===== src/rtl/calc_seq_ctrl.sv =====
// -----------------------------------------------------------------------------
// calc_seq_ctrl
// Sequencing controller for a one-digit add/subtract calculator.
// It debounces the push switches, runs the entry state machine, and holds the
// operands, the operator and the result. It also generates the display value.
//
// Ports
//   CLK        : system clock, rising edge
//   RST        : asynchronous active-high reset
//   PSW[13:0]  : raw push switches (9..0 digits, 10 ADD, 11 SUB, 12 EQ, 13 CLR)
//   SUM_DATA   : A_DATA + B_DATA from the external adder
//   SUB_DATA   : A_DATA - B_DATA from the external subtractor (two's complement)
//   A_DATA     : registered operand A
//   B_DATA     : registered operand B
//   OP_SUB     : registered operator (0 add, 1 subtract)
//   RESULT     : result latched on EQ
//   DISP_DATA  : registered display value
//   DISP_BLANK : registered display-off flag
//   STATE      : current FSM state encoding
// -----------------------------------------------------------------------------
module calc_seq_ctrl #(
  parameter int DB_TICK = 50000
) (
  input  logic        CLK,
  input  logic        RST,
  input  logic [13:0] PSW,
  input  logic [5:0]  SUM_DATA,
  input  logic [5:0]  SUB_DATA,
  output logic [3:0]  A_DATA,
  output logic [3:0]  B_DATA,
  output logic        OP_SUB,
  output logic [5:0]  RESULT,
  output logic [5:0]  DISP_DATA,
  output logic        DISP_BLANK,
  output logic [2:0]  STATE
);

  typedef enum logic [2:0] {
    S_IDLE   = 3'd0,
    S_GOT_A  = 3'd1,
    S_GOT_OP = 3'd2,
    S_GOT_B  = 3'd3,
    S_SHOW   = 3'd4
  } state_t;

  localparam int CW = $clog2(DB_TICK);
  localparam logic [CW-1:0] PRESC_LAST = CW'(DB_TICK - 1);

  logic [13:0]   r_sync1, r_sync2, r_samp, r_deb, r_deb_q;
  logic [CW-1:0] r_presc;
  logic          w_tick;
  logic [13:0]   w_agree, w_deb_nxt, w_evt;

  state_t      r_state, w_state_nxt;
  logic [3:0]  r_a, r_b, w_a_nxt, w_b_nxt;
  logic        r_op_sub, w_op_nxt;
  logic [5:0]  r_result, w_result_nxt;
  logic [5:0]  r_disp_data, w_disp_data_nxt;
  logic        r_disp_blank, w_disp_blank_nxt;

  logic        w_clr, w_eq, w_add, w_sub, w_dig;
  logic [3:0]  w_dig_val;

  assign w_tick    = (r_presc == PRESC_LAST);
  // A bit's debounced value only moves when two consecutive samples agree.
  assign w_agree   = ~(r_sync2 ^ r_samp);
  assign w_deb_nxt = (r_sync2 & w_agree) | (r_deb & ~w_agree);
  assign w_evt     = r_deb & ~r_deb_q;

  // Synchronizer, prescaler and debounce registers
  always_ff @(posedge CLK or posedge RST) begin
    if (RST) begin
      r_sync1 <= 14'd0;
      r_sync2 <= 14'd0;
      r_samp  <= 14'd0;
      r_deb   <= 14'd0;
      r_deb_q <= 14'd0;
      r_presc <= '0;
    end else begin
      r_sync1 <= PSW;
      r_sync2 <= r_sync1;
      r_deb_q <= r_deb;
      r_presc <= w_tick ? '0 : r_presc + 1'b1;
      if (w_tick) begin
        r_samp <= r_sync2;
        r_deb  <= w_deb_nxt;
      end else begin
        r_samp <= r_samp;
        r_deb  <= r_deb;
      end
    end
  end

  // Event arbitration: CLR > EQ > ADD > SUB > lowest digit
  always_comb begin
    w_clr     = w_evt[13];
    w_eq      = w_evt[12] & ~w_evt[13];
    w_add     = w_evt[10] & ~w_evt[12] & ~w_evt[13];
    w_sub     = w_evt[11] & ~w_evt[10] & ~w_evt[12] & ~w_evt[13];
    w_dig     = (|w_evt[9:0]) & ~(|w_evt[13:10]);
    w_dig_val = 4'd0;
    // Scan downward so the lowest pressed digit is assigned last and wins.
    for (int i = 9; i >= 0; i--) begin
      if (w_evt[i]) begin
        w_dig_val = 4'(i);
      end else begin
        w_dig_val = w_dig_val;
      end
    end
  end

  // Next-state, datapath register and display computation
  always_comb begin
    w_state_nxt  = r_state;
    w_a_nxt      = r_a;
    w_b_nxt      = r_b;
    w_op_nxt     = r_op_sub;
    w_result_nxt = r_result;
    if (w_clr) begin
      w_state_nxt  = S_IDLE;
      w_a_nxt      = 4'd0;
      w_b_nxt      = 4'd0;
      w_op_nxt     = 1'b0;
      w_result_nxt = 6'd0;
    end else begin
      case (r_state)
        S_IDLE: begin
          if (w_dig) begin
            w_a_nxt     = w_dig_val;
            w_state_nxt = S_GOT_A;
          end else begin
            w_state_nxt = S_IDLE;
          end
        end
        S_GOT_A: begin
          if (w_dig) begin
            w_a_nxt = w_dig_val;
          end else if (w_add || w_sub) begin
            w_op_nxt    = w_sub;
            w_state_nxt = S_GOT_OP;
          end else begin
            w_state_nxt = S_GOT_A;
          end
        end
        S_GOT_OP: begin
          if (w_dig) begin
            w_b_nxt     = w_dig_val;
            w_state_nxt = S_GOT_B;
          end else if (w_add || w_sub) begin
            w_op_nxt = w_sub;
          end else begin
            w_state_nxt = S_GOT_OP;
          end
        end
        S_GOT_B: begin
          if (w_dig) begin
            w_b_nxt = w_dig_val;
          end else if (w_add || w_sub) begin
            w_op_nxt = w_sub;
          end else if (w_eq) begin
            // Operands have been stable for at least a cycle, so the
            // external arithmetic outputs are settled here.
            w_result_nxt = r_op_sub ? SUB_DATA : SUM_DATA;
            w_state_nxt  = S_SHOW;
          end else begin
            w_state_nxt = S_GOT_B;
          end
        end
        S_SHOW: begin
          if (w_dig) begin
            w_a_nxt     = w_dig_val;
            w_b_nxt     = 4'd0;
            w_state_nxt = S_GOT_A;
          end else begin
            w_state_nxt = S_SHOW;
          end
        end
        default: begin
          w_state_nxt  = S_IDLE;
          w_a_nxt      = 4'd0;
          w_b_nxt      = 4'd0;
          w_op_nxt     = 1'b0;
          w_result_nxt = 6'd0;
        end
      endcase
    end

    // Display is derived from next values so it tracks the registers exactly.
    w_disp_blank_nxt = 1'b0;
    w_disp_data_nxt  = 6'd0;
    case (w_state_nxt)
      S_IDLE: begin
        w_disp_blank_nxt = 1'b1;
        w_disp_data_nxt  = 6'd0;
      end
      S_GOT_A, S_GOT_OP: w_disp_data_nxt = {2'b00, w_a_nxt};
      S_GOT_B:           w_disp_data_nxt = {2'b00, w_b_nxt};
      S_SHOW:            w_disp_data_nxt = w_result_nxt;
      default: begin
        w_disp_blank_nxt = 1'b1;
        w_disp_data_nxt  = 6'd0;
      end
    endcase
  end

  // State, datapath and display registers
  always_ff @(posedge CLK or posedge RST) begin
    if (RST) begin
      r_state      <= S_IDLE;
      r_a          <= 4'd0;
      r_b          <= 4'd0;
      r_op_sub     <= 1'b0;
      r_result     <= 6'd0;
      r_disp_data  <= 6'd0;
      r_disp_blank <= 1'b1;
    end else begin
      r_state      <= w_state_nxt;
      r_a          <= w_a_nxt;
      r_b          <= w_b_nxt;
      r_op_sub     <= w_op_nxt;
      r_result     <= w_result_nxt;
      r_disp_data  <= w_disp_data_nxt;
      r_disp_blank <= w_disp_blank_nxt;
    end
  end

  assign A_DATA     = r_a;
  assign B_DATA     = r_b;
  assign OP_SUB     = r_op_sub;
  assign RESULT     = r_result;
  assign DISP_DATA  = r_disp_data;
  assign DISP_BLANK = r_disp_blank;
  assign STATE      = r_state;

endmodule


===== config.mk =====
export PLATFORM = sky130hd
export DESIGN_NAME = calc_seq_ctrl
export DESIGN_NICKNAME = d
export VERILOG_FILES = /design/src/rtl/calc_seq_ctrl.sv
export SDC_FILE = /design/constraint.sdc
export NUM_CORES = 1
export LEC_CHECK = 0
export ABC_AREA = 1
export CAP_MARGIN = 15
export CORE_MARGIN = 3
export CORE_UTILIZATION = 35
export DETAILED_ROUTE_END_ITERATION = 16
export SLEW_MARGIN = 20
export SYNTH_ARGS = -nofsm -noshare
export SYNTH_HDL_FRONTEND = slang
export SYNTH_SLANG_ARGS = --single-unit

===== constraint.sdc =====
create_clock -name CLK -period 3.5 [get_ports CLK]
set_clock_uncertainty 0.15 [all_clocks]
set_input_delay 0.35 -clock CLK [delete_from_list [all_inputs] [get_ports CLK]]
set_output_delay 0.35 -clock CLK [all_outputs]
set_load 0.005 [all_outputs]

[After elaboration in Yosys (flattened, before gate mapping)]
Cells that the tools add are included.
Storage, ports and cells
  register bits after elaboration: 111
  bits of input ports: 28
  output and inout port bits: 25
  logic and storage cells: 99
Cells by class
  $add $sub $neg: 1
  eq/ne operators: 12
  multiplexer cells: 41
  bitwise logic cells: 19
  reduce and logical (&&, ||, !) cells: 13
Operators by type and width (count)
  $mux 4: 15
  $and 14x14->14: 3
  $not 14->14: 3
  $mux 6: 5
  $mux 3: 8
  $pmux 6 s3: 1
  $add 16x1->16 const B: 1
  $eq 16x16->1 const B: 1
  $mux 16: 1
  $pmux 3 s5: 1
  $or 14x14->14: 1
  $xor 14x14->14: 1
  $eq 3x2->1 const B: 4
  $pmux 4 s3: 1
  $pmux 6 s2: 1
  $reduce_or 4->1: 3
  $reduce_or 10->1: 1
  $pmux 4 s2: 1
  $reduce_or 2->1: 4
  $and 1x1->1: 7
  $eq 3x1->1 const B: 2
  $eq 3x3->1 const B: 2
  $reduce_or 3->1: 2
  $mux 1: 5
  other kinds (9): 12

[Logic depth before layout (Yosys ltp)]
  depth after elaboration: 16
  depth in mapped cells: 16
  gate-level depth less buffers: 16

[Worst setup path before layout]
Ideal clock, no wire load.
  path kind: reg-to-reg
  from: reg r_presc[0]
  to: reg r_presc[14]
  arrival time: 1471 ps
  data required time: 3226 ps
  setup slack: 1754 ps
  stages on the path, launching flop included: 11
  period minus slack after synthesis: 1746 ps
  cells stage by stage: dfrtp_1 -> ha_1 -> nand2_1 -> inv_2 -> nand2_1 -> nor4_4 -> nand3_1 -> nor2_1 -> nand3_1 -> nor3_1 -> nor3_1
On the way
  longest elaborated chain between the ends: 2
Ends and longest elaborated chain
  start, declared: line 50  | logic [CW-1:0] r_presc;
  start signal, assigned: line 83  | r_presc <= w_tick ? '0 : r_presc + 1'b1;
  $add 16x1->16 or $eq 16x16->1 (tied branches): line 83, 64
  $mux 16 (*): line 83
Every way passes the cells marked *; elsewhere a longest branch is shown, timed or not.
A chain may end at the register's enable or synchronous reset.

[Final worst setup path]
Same ends and word-level chain as after synthesis.

==> impl_metrics.csv <==
group,metric,value,unit
outcome,outcome,"complete, no violations",
synth,synth_warnings,0,
sta,timing_max_transition_violations_final,0,
worst_setup_path,worstSetupStartpointType,"flop",
drt,route.antenna.remaining_nets,0,
power_and_ir_drop,vdd_ir_drop_max,0.000269,V
finish,final_layout_size_suffix_gt1_share,12.6,%
power_and_ir_drop,clkPwrFrac,42.4,%
finish,fill_cells,1214,
clock_tree,clkSinkCount,111,
global_route,global_route.overflow_total,0,
placement,gp_congestion,0.846,
drt,vias,3222,
clock_tree,path_clk_slew,0.07,ns
synth,synth_adder_area_share,0.274,%
sta,timing.max_slew.rel_slack,51.0,%
floorplanning,die_height,120,µm
worst_setup_path,r2r.worst_path.cells,10,
floorplanning,die_x,120,µm
power_and_ir_drop,power.static_leakage,2.61,nW
power_and_ir_drop,power_report.internal_total,1.85,mW
global_route,grt_pass1_vias,3117,
worst_hold_path,worst_hold_startpoint,"r_sync1[0]",
synth,netlist_area,0.00457,mm²
worst_setup_path,worst_ep_required_time,3.54,ns
drt,detail_route.wirelength,8.57,mm
global_route,grt.total_usage,12.3,%
finish,area_growth,22.9,%
synth,average_footprint_of_a_synthesized_cell,9.79,µm²
drt,detail_route.wl_per_cell,12.2,µm
global_route,largest_net_degree_at_the_start_of_global_routing,60,
placement,port-buffer-count,52,
worst_setup_path,r2r-start,"r_presc[0]",
job,max_cap_viols,0,
worst_setup_path,regToRegSetupSlack,1.40,ns
synth,async_reset_ff_share,100,%
global_route,grt_first_pass_wirelength,14.5,mm
drt,drtPass1Iterations,4,
floorplanning,i_o_pin_total,53,
drt,drc_errors,0,
power_and_ir_drop,share_seq_of_total_power,55.1,%
synth,synth_nets,496,
clock_tree,cts.hold.buffers_added,0,
synth,compound_cell_area_share_of_the_yosys_netlist,10.5,%
synth,mux_cell_area_share_after_synthesis,1.37,%
synth,syn-instance-count,467,
global_route,initial_antenna_violation_count,0,
finish,num_antenna_cells,0,
worst_setup_path,setup.worst_path.end_class,"flop",
sta,setup-tns-final,0,ns
clock_tree,clk_latency_worst_skew_pair,0.34,ns
sta,final.period_utilization,60.0,%
drt,dr.first_iter.drc_count,153,
power_and_ir_drop,switching_share,21.9,%
sta,final.min_clock_period,2.10,ns
finish,seqCellArea,0.00278,mm²
synth,post_synth_num_cell_types,40,
clock_tree,numCtsBuffers,9,
placement,dpl.cell_count,687,
floorplanning,core_area,0.0127,mm²
sta,setup_viol,0,
worst_setup_path,worstPathMaxFanout,4,
clock_tree,h-tree-depth,3,
sta,unrepaired_setup_endpoints_after_global_routing,"false",
sta,fmax,476,MHz
synth,post_synth_and_or_nand_nor_area_fraction,20.3,%
placement,dpl.hpwl,6.08,mm
worst_hold_path,worst_hold_path_type,"reg -> reg",
synth,yosys.area_share.xor_xnor,1.18,%
finish,layout_common_cells,"sky130_fd_sc_hd__dfrtp_1 (110), sky130_fd_sc_hd__nor2_1 (71), sky130_fd_sc_hd__nand2_1 (70)",
synth,synth_top_family_by_area,"simple AND/OR/NAND/NOR gates",
floorplanning,floorplan.die_area,0.0145,mm²
clock_tree,ctsLongestPathBuffers,2,
power_and_ir_drop,netSwitchingPower,520,µW
synth,synth_top_flop_cell,"sky130_fd_sc_hd__dfrtp_1",
placement,place_worst_setup_slack,1.46,ns
floorplanning,initial_core_util,36.1,%
finish,layout_commonest_cell,"sky130_fd_sc_hd__dfrtp_1",
synth,number_of_enable_type_register_cells_in_the_synthesized_netlist,0,
worst_setup_path,worstPathArrival,2.14,ns
clock_tree,postCtsSetupRepairBufs,0,
power_and_ir_drop,comb_power_share,2.5,%
finish,instances_no_fill,703,
clock_tree,tritoncts,"built",
worst_hold_path,hold_path_end,"r_sync2[0]",
finish,multi_input_comb_area,0.00153,mm²
worst_setup_path,setup.worst_path.class,"reg -> reg",
clock_tree,clock_tree_root_buffer_cell,"sky130_fd_sc_hd__clkbuf_16",
clock_tree,cts_resized,0,
floorplanning,core.rowCount,41,
worst_setup_path,crit-reg2reg-capture,"r_presc[14]",
synth,synth.ff_latch_count,111,
power_and_ir_drop,p_per_area,422,mW/mm²
worst_hold_path,min_path_cells,0,
drt,route.detailed.vias_per_inst,4.58,
sta,hold_viol,0,
sta,worst_slew_pin_slew,0.735,ns
finish,nNetsFinal,555,
synth,seq_area_frac_synth,60.8,%
sta,setup_slack,1.40,ns
finish,finalCoreUtilization,44.3,%
[logic make-up (layout without fill, tap and decap cells)]
kind of cell	Yosys count	in the layout
AO/OA/AOI/OAI	80	80
buffers and inverters	68	132
multiplexers	6	6
adder cells (fa/ha/maj)	1	1
XOR/XNOR	4	4
flip-flops	111	111
AND/OR/NAND/NOR	197	197
[cells in the mapped netlist (5+ instances only)]
cell,count,area (µm²)
sky130_fd_sc_hd__nor2_1,71,267
sky130_fd_sc_hd__o21ai_1,12,60.1
sky130_fd_sc_hd__nand2_4,6,67.6
sky130_fd_sc_hd__inv_1,53,199
sky130_fd_sc_hd__inv_2,8,30.0
sky130_fd_sc_hd__a21oi_1,10,50.1
sky130_fd_sc_hd__nand2_2,8,50.1
sky130_fd_sc_hd__dfrtp_1,110,2750
sky130_fd_sc_hd__nor3_1,5,25.0
sky130_fd_sc_hd__o22ai_1,6,37.5
sky130_fd_sc_hd__nand3_1,15,75.1
sky130_fd_sc_hd__nor2_2,5,31.3
sky130_fd_sc_hd__o21ai_0,33,165
sky130_fd_sc_hd__nand2_1,70,263
[layer usage]
metal	share of wire, %	global-route usage, %
met1	47	16.3
met2	47	19.7
met3	5.1	3.46
met4	1.0	3.97
met5	0	0
[power groups by stage]
stage | combinational [mW] | clock, mW | sequential, mW
after floorplan | 0.0210 | 0 | 1.33
after global placement | 0.0619 | 0 | 1.33
after detailed placement | 0.0624 | 0 | 1.33
after CTS | 0.0627 | 1.03 | 1.31
after global routing | 0.0676 | 1.09 | 1.31
final | 0.0598 | 1.00 | 1.31
[worst max path at each step]
stage                      startpoint     endpoint  slack [ns]  depth (start not counted)
after CTS                  r_presc[0]  r_presc[14]        1.39                         10
after global routing       r_presc[0]  r_presc[14]        1.14                         10
after floorplan                   RST    A_DATA[0]        0.07                          1
after global placement    r_presc[12]  r_presc[14]        1.53                          6
after detailed placement   r_presc[0]  r_presc[14]        1.46                         10
final                      r_presc[0]  r_presc[14]        1.40                         10
[critical path, stage by stage, from the launching register on]
cell,delay [ns]
sky130_fd_sc_hd__dfrtp_1,0.38
sky130_fd_sc_hd__ha_1,0.18
sky130_fd_sc_hd__nand2_1,0.07
sky130_fd_sc_hd__inv_2,0.06
sky130_fd_sc_hd__nand2_1,0.12
sky130_fd_sc_hd__nor4_4,0.21
sky130_fd_sc_hd__nand3_1,0.16
sky130_fd_sc_hd__nor2_1,0.21
sky130_fd_sc_hd__nand3_1,0.13
sky130_fd_sc_hd__nor3_1,0.20
sky130_fd_sc_hd__nor3_1,0.08
[layout make-up]
type	instances	share of cell area (%)
repair buffers	55	9.89
clock buffers	10	4.25
flip-flops and latches	111	49.5
inverters	61	4.12
multi-input cells	288	27.3
clock inverters	6	1.11
well taps	172	3.83
[stage by stage]
step / instance area (µm²) / total power [mW] / hold slack [ns]
final: 5620 / 2.37 / 0.200
after global placement: 5320 / 1.39 / 0.184
after detailed placement: 5320 / 1.39 / 0.185
after CTS: 5620 / 2.40 / 0.202
after global routing: 5620 / 2.47 / 0.213
after floorplan: 4570 / 1.35 / 0.181
Note: power is estimated with default switching activity, not from simulation.
